==> src/rtl/bin2bcd_seq_pkg.sv <==
// rtl/bin2bcd_seq_pkg.sv - shared BCD constants and FSM state encodings for bin2bcd_seq
package bin2bcd_seq_pkg;

  localparam int BCD_DIG_W   = 4;
  localparam int BCD_ADJ_TH  = 5;
  localparam int BCD_ADJ_ADD = 3;

  typedef enum logic [1:0] {
    ST_IDLE  = 2'd0,
    ST_SHIFT = 2'd1,
    ST_DONE  = 2'd2
  } state_t;

endpackage

==> src/rtl/bcd_digit_adj.sv <==
// rtl/bcd_digit_adj.sv - one BCD digit add-3 cell (5..9 -> 8..12), purely combinational
module bcd_digit_adj
  import bin2bcd_seq_pkg::*;
(
  input  logic [BCD_DIG_W-1:0] din,
  output logic [BCD_DIG_W-1:0] dout
);

  assign dout = (din >= BCD_DIG_W'(BCD_ADJ_TH)) ? din + BCD_DIG_W'(BCD_ADJ_ADD) : din;

endmodule

==> src/rtl/bin2bcd_seq.sv <==
// rtl/bin2bcd_seq.sv - sequential shift-and-add-3 binary-to-BCD converter, one bit per clock
// Optional leading-zero blanking output enabled by defining BIN2BCD_BLANK_EN.
module bin2bcd_seq
  import bin2bcd_seq_pkg::*;
#(
  parameter int BIN_W = 8,
  parameter int DIG_N = 3
) (
  input  logic                       clk,
  input  logic                       rst_n,
  input  logic                       start,
  input  logic [BIN_W-1:0]           bin,
  output logic                       busy,
  output logic                       done,
  output logic [BCD_DIG_W*DIG_N-1:0] bcd,
  output logic                       ovf
`ifdef BIN2BCD_BLANK_EN
  ,
  output logic [DIG_N-1:0]           blank_n
`endif
);

  localparam int ACC_W = BCD_DIG_W * DIG_N;
  localparam int CNT_W = $clog2(BIN_W + 1);

  state_t             state, state_nxt;
  logic               accept;
  logic               done_set;
  logic [BIN_W-1:0]   sreg;
  logic [ACC_W-1:0]   acc;
  logic [ACC_W-1:0]   adj;
  logic               ovf_acc;
  logic [CNT_W-1:0]   cnt;

  for (genvar g = 0; g < DIG_N; g++) begin : g_adj
    bcd_digit_adj u_adj (
      .din  (acc[g*BCD_DIG_W +: BCD_DIG_W]),
      .dout (adj[g*BCD_DIG_W +: BCD_DIG_W])
    );
  end

  always_ff @(posedge clk or negedge rst_n) begin
    if (!rst_n) state <= ST_IDLE;
    else        state <= state_nxt;
  end

  // DONE can accept a new start directly, giving one conversion per BIN_W+1 cycles
  always_comb begin
    state_nxt = state;
    accept    = 1'b0;
    done_set  = 1'b0;
    case (state)
      ST_IDLE: begin
        if (start) begin
          accept    = 1'b1;
          state_nxt = ST_SHIFT;
        end
      end
      ST_SHIFT: begin
        if (cnt == CNT_W'(1)) state_nxt = ST_DONE;
      end
      ST_DONE: begin
        done_set = 1'b1;
        if (start) begin
          accept    = 1'b1;
          state_nxt = ST_SHIFT;
        end else begin
          state_nxt = ST_IDLE;
        end
      end
      default: state_nxt = ST_IDLE;
    endcase
  end

  assign busy = (state == ST_SHIFT);

  always_ff @(posedge clk or negedge rst_n) begin
    if (!rst_n) begin
      sreg    <= '0;
      acc     <= '0;
      ovf_acc <= 1'b0;
      cnt     <= '0;
      bcd     <= '0;
      ovf     <= 1'b0;
      done    <= 1'b0;
    end else begin
      done <= done_set;
      if (done_set) begin
        bcd <= acc;
        ovf <= ovf_acc;
      end
      if (accept) begin
        sreg    <= bin;
        acc     <= '0;
        ovf_acc <= 1'b0;
        cnt     <= CNT_W'(BIN_W);
      end else if (state == ST_SHIFT) begin
        // bit leaving the top digit is lost from bcd but remembered as overflow
        acc     <= {adj[ACC_W-2:0], sreg[BIN_W-1]};
        ovf_acc <= ovf_acc | adj[ACC_W-1];
        sreg    <= sreg << 1;
        cnt     <= cnt - CNT_W'(1);
      end
    end
  end

`ifdef BIN2BCD_BLANK_EN
  logic [DIG_N-1:0] blank_nxt;
  logic             any_nz;

  always_comb begin
    blank_nxt = '0;
    any_nz    = 1'b0;
    for (int k = DIG_N - 1; k >= 1; k--) begin
      any_nz       = any_nz | (acc[k*BCD_DIG_W +: BCD_DIG_W] != '0);
      blank_nxt[k] = any_nz;
    end
    blank_nxt[0] = 1'b1;
  end

  always_ff @(posedge clk or negedge rst_n) begin
    if (!rst_n)        blank_n <= DIG_N'(1);
    else if (done_set) blank_n <= blank_nxt;
  end
`endif

endmodule

==> config.mk <==
export PLATFORM = sky130hd
export DESIGN_NAME = bin2bcd_seq
export DESIGN_NICKNAME = d
export VERILOG_FILES = /design/src/rtl/bin2bcd_seq_pkg.sv /design/src/rtl/bcd_digit_adj.sv /design/src/rtl/bin2bcd_seq.sv
export SDC_FILE = /design/constraint.sdc
export NUM_CORES = 1
export LEC_CHECK = 0
export BUFFER_PORTS_ARGS = -buffer_cell sky130_fd_sc_hd__buf_4
export CAP_MARGIN = 40
export CORE_AREA = 2 2 63 65
export CTS_BUF_LIST = sky130_fd_sc_hd__clkbuf_4
export DETAILED_ROUTE_END_ITERATION = 6
export DIE_AREA = 0 0 65 67
export PLACE_DENSITY = 0.74
export RECOVER_POWER = 100
export SLEW_MARGIN = 20
export SYNTH_ARGS = -nofsm -noshare
export SYNTH_HDL_FRONTEND = slang
export SYNTH_SLANG_ARGS = --single-unit
==> constraint.sdc <==
create_clock -name clk -period 4.6 [get_ports clk]
set_input_delay 0.69 -clock clk [delete_from_list [all_inputs] [get_ports clk]]
set_output_delay 0.69 -clock clk [all_outputs]
set_load 0.02 [all_outputs]
# [Yosys cells after proc, flatten, opt, wreduce, memory -nomap -nowiden]
# Cells that the tools add are included.
[word_totals] register_bits=41
[op_classes] n_addsub=4 n_lt_le_gt_ge=3 n_eq_ne=5 muxes=18 bitwise=1 reduce_logical=4
[op_table] op="two-way mux 12 bit" n=2
[op_table] op="two-way mux 4 bit" n=5
[op_table] op="two-way mux 8 bit" n=2
[op_table] op="adder 4 x 2 -> 4 bit (second input constant)" n=3
[op_table] op="greater-or-equal comparator 4 x 3 -> 1 bit (second input constant)" n=3
[op_table] op="two-way mux 1 bit" n=6
[op_table] op="case mux 2 bit (3 select lines)" n=1
[op_table] op="equality test 4 x 1 -> 1 bit (second input constant)" n=1
[op_table] op="two-way mux 2 bit" n=2
[op_table] op="subtractor 4 x 1 -> 4 bit (second input constant)" n=1
[op_table] op="equality test 2 x 1 -> 1 bit (second input constant)" n=1
[op_table] op="equality test 2 bit (second input constant)" n=1
[op_table] op="zero test 2 bit" n=1
[op_table] op="inequality test 2 x 1 -> 1 bit (second input constant)" n=1
[op_table] op="inequality test 2 bit (second input constant)" n=1
[op_table] op="AND reduction 2 bit" n=1
[op_table] op="nonzero test 2 bit" n=1
[op_table] op="OR reduction 2 bit" n=1
[op_table] op="bitwise OR 1 bit" n=1

# [Depth between registers and ports, before layout]
[logic_depth] word_depth=5 depth_mapped=6 mapped_depth_nobuf=6

# [By module]
# A second synthesis with hierarchy kept.
[hier_totals] hier_cells=162 hier_area_um2=1969.4
[by_module_without_submodules] mod="bin2bcd_seq" instances=1 cells_per_inst=114 area_each_um2=1665.3
[by_module_without_submodules] mod="bcd_digit_adj" instances=3 cells_per_inst=16 area_each_um2=101.3

# [Least setup slack after synthesis]
# No wires, ideal clock.
[synth_timing] kind="register to register" startpoint="reg acc[8]" endpoint="reg acc[10]" setup_ps=104 t_arrival_ps=1463 required_ps=4496 slack_ps=3033 stages_incl_launch_ff=7 n_path_buf=0 synth_period_minus_slack_ps=1567 cell_sequence="dfrtp_1 -> inv_1 -> ha_1 -> nand2b_1 -> a21oi_2 -> mux2_4 -> a221oi_1"
[synth_via] elab_chain_len=4
[synth_rtl] element="start, declared" line="bin2bcd_seq.sv:30" rtl="logic [ACC_W-1:0] acc;"
[synth_rtl] element="start signal, assigned" line="bin2bcd_seq.sv:99" rtl="acc <= {adj[ACC_W-2:0], sreg[BIN_W-1]};"
[synth_rtl] element="adder 4 x 2 -> 4 bit / greater-or-equal comparator 4 x 3 -> 1 bit (equally long branches)" line="bcd_digit_adj.sv:9" rtl="assign dout = (din >= BCD_DIG_W'(BCD_ADJ_TH)) ? din + BCD_DIG_W'(BCD_ADJ_ADD) : din;"
[synth_rtl] element="two-way mux 4 bit *" line="bcd_digit_adj.sv:9"
[synth_rtl] element="two-way mux 12 bit *" line="bin2bcd_seq.sv:97" rtl="end else if (state == ST_SHIFT) begin"
[synth_rtl] element="two-way mux 12 bit *" line="bin2bcd_seq.sv:92" rtl="if (accept) begin"
# Mark *: on every way between the ends. The rest lies on a longest branch, timed or not. The select of a mux whose other input is x is not followed.
# A chain may end at the register's enable or synchronous reset.

# [Worst setup path in the final report]
[layout_timing] startpoint="reg state[0]" endpoint="out busy"
[layout_via] elab_chain_len=1
[layout_rtl] element="start, declared" line="bin2bcd_seq.sv:26" rtl="state_t state, state_nxt;"
[layout_rtl] element="start signal, assigned" line="bin2bcd_seq.sv:44" rtl="else state <= state_nxt;"
[layout_rtl] element="equality test 2 x 1 -> 1 bit" line="bin2bcd_seq.sv:75" rtl="assign busy = (state == ST_SHIFT);"
[layout_rtl] element="end, declared" line="bin2bcd_seq.sv:13" rtl="output logic busy,"
# No other way between the ends.

==> impl_metrics.tcl <==
set metrics [dict create \
    r2r_end "acc[7]$_DFFE_PN0P_" \
    via_per_inst 5.313 \
    clk_pin_slew_worst_paths_ps 130 \
    clock-sinks 41 \
    cts_hold_buffers 0 \
    max_freq_ghz 0.3268 \
    placed_area_mm2 0.002106 \
    tns_ps 0 \
    arrival_ps 2370 \
    end_kind "primary output" \
    ys_seq_area_share_pct 53.49 \
    dpl.hpwl_mm 2.420 \
    synth.top_cell.area_share_pct 53.49 \
    antenna_found_initial 0 \
    fin_crit_ps 3060 \
    num_vias 1360 \
    grt_max_degree 42 \
    rrSetupSlack_ps 2030 \
    clk_latency_ps 370 \
    p_per_area_mw_per_mm2 723.0 \
    crit_type "register to primary output" \
    synthTopCellsByCount "41 x dfrtp_1, 36 x nand2_1, 19 x o21ai_0, 12 x inv_1, 8 x ha_1" \
    ir_drop_mv 0.2982 \
    synth_top_cell_by_area "dfrtp_1" \
    r2r-start "state[0]$_DFFE_PN0P_" \
    grt_overflow 0 \
    n_fill_cell 335 \
    cts.htree.levels 2 \
    worstMarginPinSlew_ps 2140 \
    first_pass_iters 4 \
    antenna_cells 0 \
    holdCritStartpoint "bcd[2]$_DFFE_PN0N_" \
    setup_violations 0 \
    dp_cells 248 \
    fin_nets 226 \
    drive_gt1_share_pct 12.98 \
    hold_viol_final 0 \
    synthToLayoutAreaGrowth_pct 10.70 \
    synth_area_leaders "dfrtp_1 53%, nand2_1 7.0%, ha_1 5.2%" \
    grt_pass1_wl_mm 6.168 \
    avgSynthCellArea_um2 10.54 \
    routabilityCongestion 0.7554 \
    core_mm2 0.003606 \
    slew_viol_final 42 \
    routed_wl_mm 3.467 \
    die_h_um 67 \
    syn-cell-area_mm2 0.001918 \
    clock_skew_ps 10.32 \
    violations "capacitance limit, slew limit" \
    final_cell_area_mm2 0.002123 \
    synth_edf_count 0 \
    min_to "bcd[2]$_DFFE_PN0N_" \
    numPortBuffers 25 \
    yosysWarningCount 0 \
    period_share_pct 66.52 \
    p_leak_uw 0.001003 \
    postRouteAntennaNets 0 \
    drc 0 \
    cts.repair.resized 0 \
    ys_ff_latch 41 \
    yosys_most_used_dff "dfrtp_1" \
    hp-class "register to register" \
    ioPinCount 26 \
    cts-root-buf "clkbuf_4" \
    outcome "finished with violations" \
    cap_violations 1 \
    synth_nets 201 \
    num_rows 22 \
    cts_tree "done" \
    critPathLaunchType "register" \
    crit_required_ps 3910 \
    total_power_uw 1535 \
    fin_util_pct 58.88 \
    slew_headroom_pct -42.69 \
    routedWlPerCell_um 13.54 \
    syn_inst 182 \
    fin_cells 256 \
    synth.most_common_cell "dfrtp_1" \
    grt_pass1_vias 1421 \
    hold_depth 2 \
    grtUsageTotal_pct 18.80 \
    start_util_pct 53.19 \
    rsz0062_at_grt "no" \
    die_w_um 65 \
    cts_inserted_buffers 5 \
    rr_worst_depth 5 \
    drt_first_iter_violations 83 \
    cts.path.max_buffers 2 \
    cts_setup_buffers 0 \
    dieArea_mm2 0.004355 \
    ys_types 33 \
    cp_max_fo 18 \
    async_flop_share_pct 100.0 \
]
[per-stage QoR]
stage,hold WS (ps),worst slack [ps]
after floorplan,394.4,3033
after CTS,296.3,2468
after global routing,521.0,1308
final,492.0,1540
after global placement,458.3,2624
after detailed placement,466.0,2555
[sequential cells by signal (all words and copies together) (netlist names)]
name / count
bcd: 12
ovf_acc: 1
state: 2
acc: 12
done: 1
ovf: 1
sreg: 8
cnt: 4
[report_power, final]
group          total (uW)  leakage (uW)  switching (uW)  internal, uW
Clock                 291     0.0000552             123           168
Sequential            626      0.000524             115           510
Combinational         618      0.000424             374           244
Total                1540       0.00100             613           922
[worst max-delay path by stage]
stage,startpoint,end,slack (ps),cells after the start
finish,state[0]$_DFFE_PN0P_,busy,1540,3
global route,state[1]$_DFFE_PN0P_,busy,1310,3
CTS,state[1]$_DFFE_PN0P_,busy,2470,3
detailed placement,start,acc[11]$_DFFE_PN0P_,2560,5
global placement,start,acc[3]$_DFFE_PN0P_,2620,5
floorplan,acc[8]$_DFFE_PN0P_,acc[10]$_DFFE_PN0P_,3030,6
[cell type report]
| type | count | area (um^2) | share of cell area [%] |
|---|---|---|---|
| clock buffers | 5 | 37.54 | 1.768 |
| clock inverters | 3 | 65.06 | 3.064 |
| inverters | 13 | 50.05 | 2.357 |
| multi-input cells | 121 | 757.0 | 35.65 |
| flip-flops and latches | 41 | 1026 | 48.32 |
| well taps | 48 | 60.06 | 2.829 |
| repair buffers | 25 | 127.6 | 6.011 |
[worst max-delay path: stages (launching register included)]
cell and delay [ps]:
dfrtp_1 450, nand2b_1 430, clkinvlp_2 780, clkbuf_1 350
[cell families after synthesis]
| group | share of synthesized area (%) |
|---|---|
| adders and majority gates | 5.219 |
| DFF | 53.49 |
| AOI/OAI and AO/OA | 13.83 |
| xor gates and xnor gates | 2.283 |
| muxes | 4.305 |
| and+or+nand+nor | 14.94 |
| buffers and inverters | 5.936 |
[cells in the final DEF, fill, tap and decap left out]
cell        count
nand2_1        36
buf_4           9
xnor2_1         4
nor3b_1         4
mux2_4          1
dfrtp_1        41
nor4_1          1
inv_1          12
nor3_1          3
nor2b_1         1
nor2_4          1
a22o_1          2
nand2b_1        6
o311ai_0        1
a22oi_1         7
a221oi_1        2
a21oi_1         6
nor2_1          1
clkinv_2        1
mux2_2          5
clkbuf_1       16
ha_1            8
clkbuf_4        5
and2_0          1
xor2_1          1
clkinvlp_2      1
bufinv_16       2
mux2_1          1
nand3_1         4
o21ai_0        23
a21oi_2         2
[per-layer routing]
layer  global-route usage [%]  vias up  wire length (um)
li1                         -      666                 -
met3                    3.716       11               166
met5                        0        -                 0
met4                    11.17        0               109
met1                    20.92      649              1498
met2                    33.25       34              1692
No activity file was read; power rests on OpenSTA's default activity.
